## src/rtl/wb_stage.sv

```systemverilog
// Write-back stage: MEM/WB pipeline register, write-back mux, register-file port and retire counter.
// Optional trace output guarded by WB_TRACE_EN (trace_strobe / trace_word).
module wb_stage #(
    parameter int DW   = 32,
    parameter int RW   = 5,
    parameter int CNTW = 16
) (
    input  logic            clk,
    input  logic            rst,
    input  logic            stall,
    input  logic            flush,
    input  logic            mem_valid,
    input  logic            mem_wreg,
    input  logic            mem_m2reg,
    input  logic [DW-1:0]   mem_mdata,
    input  logic [DW-1:0]   mem_aluR,
    input  logic [RW-1:0]   mem_destR,
    input  logic [3:0]      MEM_ins_type,
    input  logic [3:0]      MEM_ins_number,
    output logic            wb_we,
    output logic [RW-1:0]   wb_destR,
    output logic [DW-1:0]   wb_data,
    output logic [3:0]      WB_ins_type,
    output logic [3:0]      WB_ins_number,
    output logic            wb_valid,
    output logic [CNTW-1:0] retire_cnt
`ifdef WB_TRACE_EN
    ,
    output logic               trace_strobe,
    output logic [DW+RW+7:0]   trace_word
`endif
);

    logic            valid_q, valid_d;
    logic            wreg_q, wreg_d;
    logic            m2reg_q, m2reg_d;
    logic [DW-1:0]   mdata_q, mdata_d;
    logic [DW-1:0]   aluR_q, aluR_d;
    logic [RW-1:0]   destR_q, destR_d;
    logic [3:0]      type_q, type_d;
    logic [3:0]      num_q, num_d;
    logic [CNTW-1:0] cnt_q, cnt_d;
    logic            retire;

    // The WB instruction leaves the slot whenever the register is not held;
    // a flush overrides stall, so it also retires the current occupant.
    assign retire = valid_q & (flush | ~stall);

    always_comb begin
        valid_d = valid_q;
        wreg_d  = wreg_q;
        m2reg_d = m2reg_q;
        mdata_d = mdata_q;
        aluR_d  = aluR_q;
        destR_d = destR_q;
        type_d  = type_q;
        num_d   = num_q;
        cnt_d   = retire ? cnt_q + CNTW'(1) : cnt_q;
        if (flush) begin
            valid_d = 1'b0;
            wreg_d  = 1'b0;
            type_d  = 4'd0;
            num_d   = 4'd0;
        end else if (!stall) begin
            valid_d = mem_valid;
            wreg_d  = mem_wreg;
            m2reg_d = mem_m2reg;
            mdata_d = mem_mdata;
            aluR_d  = mem_aluR;
            destR_d = mem_destR;
            type_d  = MEM_ins_type;
            num_d   = MEM_ins_number;
        end
    end

    always_ff @(posedge clk or posedge rst) begin
        if (rst) begin
            valid_q <= 1'b0;
            wreg_q  <= 1'b0;
            m2reg_q <= 1'b0;
            mdata_q <= '0;
            aluR_q  <= '0;
            destR_q <= '0;
            type_q  <= 4'd0;
            num_q   <= 4'd0;
            cnt_q   <= '0;
        end else begin
            valid_q <= valid_d;
            wreg_q  <= wreg_d;
            m2reg_q <= m2reg_d;
            mdata_q <= mdata_d;
            aluR_q  <= aluR_d;
            destR_q <= destR_d;
            type_q  <= type_d;
            num_q   <= num_d;
            cnt_q   <= cnt_d;
        end
    end

    assign wb_data       = m2reg_q ? mdata_q : aluR_q;
    assign wb_we         = valid_q & wreg_q & (destR_q != '0);
    assign wb_destR      = destR_q;
    assign wb_valid      = valid_q;
    assign WB_ins_type   = type_q;
    assign WB_ins_number = num_q;
    assign retire_cnt    = cnt_q;

`ifdef WB_TRACE_EN
    logic               trace_strobe_q;
    logic [DW+RW+7:0]   trace_word_q;

    always_ff @(posedge clk or posedge rst) begin
        if (rst) begin
            trace_strobe_q <= 1'b0;
            trace_word_q   <= '0;
        end else begin
            trace_strobe_q <= retire & wb_we;
            if (retire & wb_we) begin
                trace_word_q <= {type_q, num_q, destR_q, wb_data};
            end
        end
    end

    assign trace_strobe = trace_strobe_q;
    assign trace_word   = trace_word_q;
`endif

endmodule
```

## config.mk

```make
export PLATFORM = sky130hd
export DESIGN_NAME = wb_stage
export DESIGN_NICKNAME = d
export VERILOG_FILES = /design/src/rtl/wb_stage.sv
export SDC_FILE = /design/constraint.sdc
export NUM_CORES = 1
export LEC_CHECK = 0
export ABC_AREA = 1
export BUFFER_PORTS_ARGS = -buffer_cell sky130_fd_sc_hd__buf_2
export CORE_ASPECT_RATIO = 1.25
export CORE_UTILIZATION = 54
export CTS_CLUSTER_DIAMETER = 60
export DETAILED_ROUTE_END_ITERATION = 7
export MAX_ROUTING_LAYER = met4
export PLACE_DENSITY = 0.89
export SYNTH_ARGS = -nofsm -noshare
export SYNTH_HDL_FRONTEND = slang
export SYNTH_SLANG_ARGS = --single-unit
```

## constraint.sdc

```tcl
create_clock -name clk -period 5.7 [get_ports clk]
set_clock_uncertainty 0.1 [all_clocks]
set_input_delay 0 -clock clk [delete_from_list [all_inputs] [get_ports clk]]
set_output_delay 0 -clock clk [all_outputs]
set_load 0.03 [all_outputs]
```

* Yosys cells after proc, flatten, opt, wreduce, memory -nomap -nowiden
Index checks and enable logic that the tools add are counted.
Word-level totals: flip-flop bits (word level) 96, input port bits 84, output and inout bits 63
Cells by class: add/sub/neg operators 1, equal/unequal tests 1, mux-type cells 9, bitwise operators 6, reductions and logical operators 2
Operators by type and width (count):
- 32-bit 2-to-1 mux | 1
- 16-bit by 1-bit adder with 16-bit output, second input constant | 1
- 4-bit 2-to-1 mux | 4
- 5-bit nonzero test | 1
- 1-bit 2-to-1 mux | 4
- 1-bit AND | 3
- 2-bit by 1-bit inequality test with 1-bit output, second input constant | 1
- 1-bit inverter | 2
- 2-bit AND reduction | 1
- 1-bit bitwise OR | 1

* Logic depth before layout (Yosys ltp)
word-level depth 3, gate-level depth with buffers 8, gate-level depth less buffers 8

* Worst setup path after synthesis
No wires, ideal clock.
path type register -> register, start register cnt_q[1] (netlist: retire_cnt[1]), end register cnt_q[10] (netlist: retire_cnt[10]), setup time 118 ps, data arrival time 1305 ps, data required time 5482 ps, path slack 4177 ps, stages on the path, launching flop included 9, path buffers 0, clock period less this slack 1523 ps, path through dfrtp_1 -> ha_1 -> nand3_1 -> inv_1 -> nand2_1 -> nor2_2 -> nand2_1 -> nand2_1 -> nand2_1
Between the ends: word-level cells in the longest chain between the ends 1
RTL lines:
- start: declaration | line 42 | logic [CNTW-1:0] cnt_q, cnt_d;
- start signal: assignment | line 96 | cnt_q <= cnt_d;
- 16-bit by 1-bit adder with 16-bit output | line 58 | cnt_d = retire ? cnt_q + CNTW'(1) : cnt_q;
No other way between the ends. A chain may end at the register's enable or synchronous reset.

* Worst setup path in the final report
start register m2reg_q, end output port wb_data[23]
Between the ends: word-level cells in the longest chain between the ends 1
RTL lines:
- start: declaration | line 36 | logic m2reg_q, m2reg_d;
- start signal: assignment | line 90 | m2reg_q <= m2reg_d;
- 32-bit 2-to-1 mux | line 100 | assign wb_data = m2reg_q ? mdata_q : aluR_q;
- end: declaration | line 22 | output logic [DW-1:0] wb_data,
No other way between the ends.

==> results.md <==
* Most common cell in the synthesized netlist: nand2_1
* Seq/Total Area, Yosys at 0.565
* Vias in the first global route at about 4400
* Core Area at 7490 um2
* HP Class: input pin to register
* Vias per inst at slightly above 5
* Fin Hold WS at about 0.015 ns
* Setup-failing EPs final at 0
* Die width at a little over 80 um
* Synth Register Bits at 96
* DRT Wirelength at 13000 um
* Synthesized area at roughly 4300 um2
* Fin crit period at about 2.1 ns
* Crit path DAT at 2.03 ns
* Least-Margin Pin Slew at 0.965 ns
* Status: finished, final reports clean
* WL/cell at about 15 um
* Final Hold Fails at 0
* Max_slew headroom at 0.357
* H-Tree Depth at 3
* Largest net degree at the start of global routing at between 80 and 90
* Synthesized instance count at just over 500
* Critical Path End Type: output pin
* Vias at between 4000 and 5000
* Clock Latency Late Sink at approximately 0.36 ns
* Drt pass-1 iters at 5
* Slew Limit Fails at 0
* Final GP Congestion at 0.836
* Clock Tree Buf Depth at 2
* Total Nets Final at 830
* Placed cell area at ~5000 um2
* First-pass GRT wire length at ~20000 um
* Synth Flop Type: dfrtp_1
* Layout area overhead at 46.0%
* Synth top cells by count: 208 x nand2_1, 96 x dfrtp_1, 66 x o21ai_0, 57 x inv_1, 12 x buf_2
* Clock tree sinks at between 90 and 100
* Die Ht at slightly above 100 um
* PD cells at about 290 nW/um2
* DR iter-0 viols at around 250
* Worst r2r dst: wb_valid
* TritonCTS clock tree: yes
* Mapped Nets at around 600
* Reg2reg start: wb_valid
* Clock root buffer: clkbuf_8
* Synth area leaders: dfrtp_1 57%, nand2_1 18%, o21ai_0 7.8%
* Mean Syn Cell Area at about 8.3 um2
* Initial antenna violation count at 0
* Grt ovf at 0
* Req. time, crit path at between 5 and 6 ns
* Row count at 35
* CP startpoint kind: register
* Library cells used by synthesis at 22
* GRT Total Usage at 0.344
* Starting density of the core at 0.568
* ANT nets after route at 0
* DRC at 0
* Peak fanout along the critical path at between 60 and 70
* Post-DP HPWL at 6900 um
* Worst Setup Path Type: register to output pin
* Fraction of layout cells with a size suffix above 1 at 0.240
* Setup Buffers After CTS at 0
* Die area at 8230 um2
* Diode count at 0
* Clock Pin Slew Worst Setup and Hold Paths at approximately 0.10 ns
* Post-synth ARST share at 1.00
* Unrepaired setup endpoints after global routing: no
* Peak VDD IR at 0.000240 V
* Highest Clock Rate at 0.470 GHz
* Number of placed I/O pins at 147
* Synth warn at 0
* Synth area leader: dfrtp_1
* Final period util at 0.373
* Worst Reg-to-Reg Cells at 3
* Synth top area share at 0.565
* Final TNS setup at 0 ns
* CP endpoint: wb_data[23]
* Max-Cap Viols at 0
* Cells after DPL at ~730
* EDFF count, synth at 0
* Leakage at ~3.3 nW
* CTS Buf Count at 9
* Internal reg-to-reg setup slack at approximately 4.2 ns
* Worst setup path startpoint: m2reg_q
* Final Non-Filler Cells at 842
* Post-route cell area at ~6200 um2
* IO Port Bufs at 146
-- through the flow --
step / utilization / total power [mW] / worst slack, ns
after floorplan: - / 1.10 / 3.09
after global placement: 0.669 / 1.22 / 3.89
after detailed placement: 0.669 / 1.23 / 3.78
after CTS: 0.829 / 1.75 / 3.71
after global routing: 0.829 / 1.85 / 3.48
final: 0.829 / 1.77 / 3.57
-- layout by cell type, fill, tap and decap left out --
cell type        n
bufinv_16        1
inv_6            2
nand3_1         10
nand2_4          2
a22o_1           9
ha_1             1
dfrtp_2          1
nor2_1          10
xnor2_1          2
dfrtp_1         95
nor2_4           4
nor2_2           3
clkbuf_8        11
o21ai_0         66
inv_1           56
nand3b_1         2
o21ai_1          4
inv_2            2
buf_4            2
buf_2          146
nand2_2          2
nand4_1          2
xor2_1           7
dlygate4sd3_1   98
nor3_2           1
clkinv_2         2
nand2_1        208
clkinv_4         1
-- what timing repair did --
item / in CTS / in global routing
hold buffers: 98 / 0
gates resized for setup: 0 / 0
endpoints found under the hold margin: 109 / 0
-- sequential cells by signal, indices dropped and copies added (netlist names) --
register and count:
aluR_q 32, mdata_q 32, retire_cnt 16, wb_destR 5
WB_ins_number 4, WB_ins_type 4, m2reg_q 1, wb_valid 1
wreg_q 1
-- worst max-delay path, cell delays in order, from the launching register on --
cell     delay (ns)
dfrtp_2        1.02
nand2_1        0.21
o21ai_0        0.17
buf_2          0.25
-- routing by layer --
metal  share of wire  GRT usage  vias to the layer above
met2            0.51      0.585                      212
met5               0          -                        -
met3           0.059     0.0721                       72
met4           0.058      0.223                        0
met1            0.37      0.354                     2041
li1                -          -                     2037
-- kinds of logic after synthesis --
logic type / share of synthesized area
adder cells (fa/ha/maj): 0.00294
AO/OA/AOI/OAI: 0.101
flip-flops: 0.565
buffers and inverters: 0.0760
AND/OR/NAND/NOR: 0.236
XOR/XNOR: 0.0185
-- area by class of cell --
class | count | area (um2)
sequential | 96 | 2400
clock buffer | 11 | 151
multi-input combinational | 333 | 1530
tap | 92 | 115
fill | 423 | 1280
inverter | 59 | 223
timing repair buffer | 246 | 1730
clock inverter | 5 | 61.3
-- where the power goes --
part	switching, mW	internal, mW	total (mW)
sequential	0.0685	0.763	0.831
clock	0.243	0.230	0.474
combinational	0.301	0.165	0.465
total	0.612	1.16	1.77
-- worst min-delay path by stage --
stage,start,to,slack [ns],cells after the start
floorplan,mem_mdata[0],mdata_q[0],0.02,2
global placement,rst,aluR_q[16],-0.05,2
detailed placement,rst,aluR_q[16],-0.04,2
CTS,stall,retire_cnt[0],0.002,4
global route,stall,retire_cnt[0],0.04,4
finish,stall,retire_cnt[0],0.01,4
(Power assumes the default switching activity.)
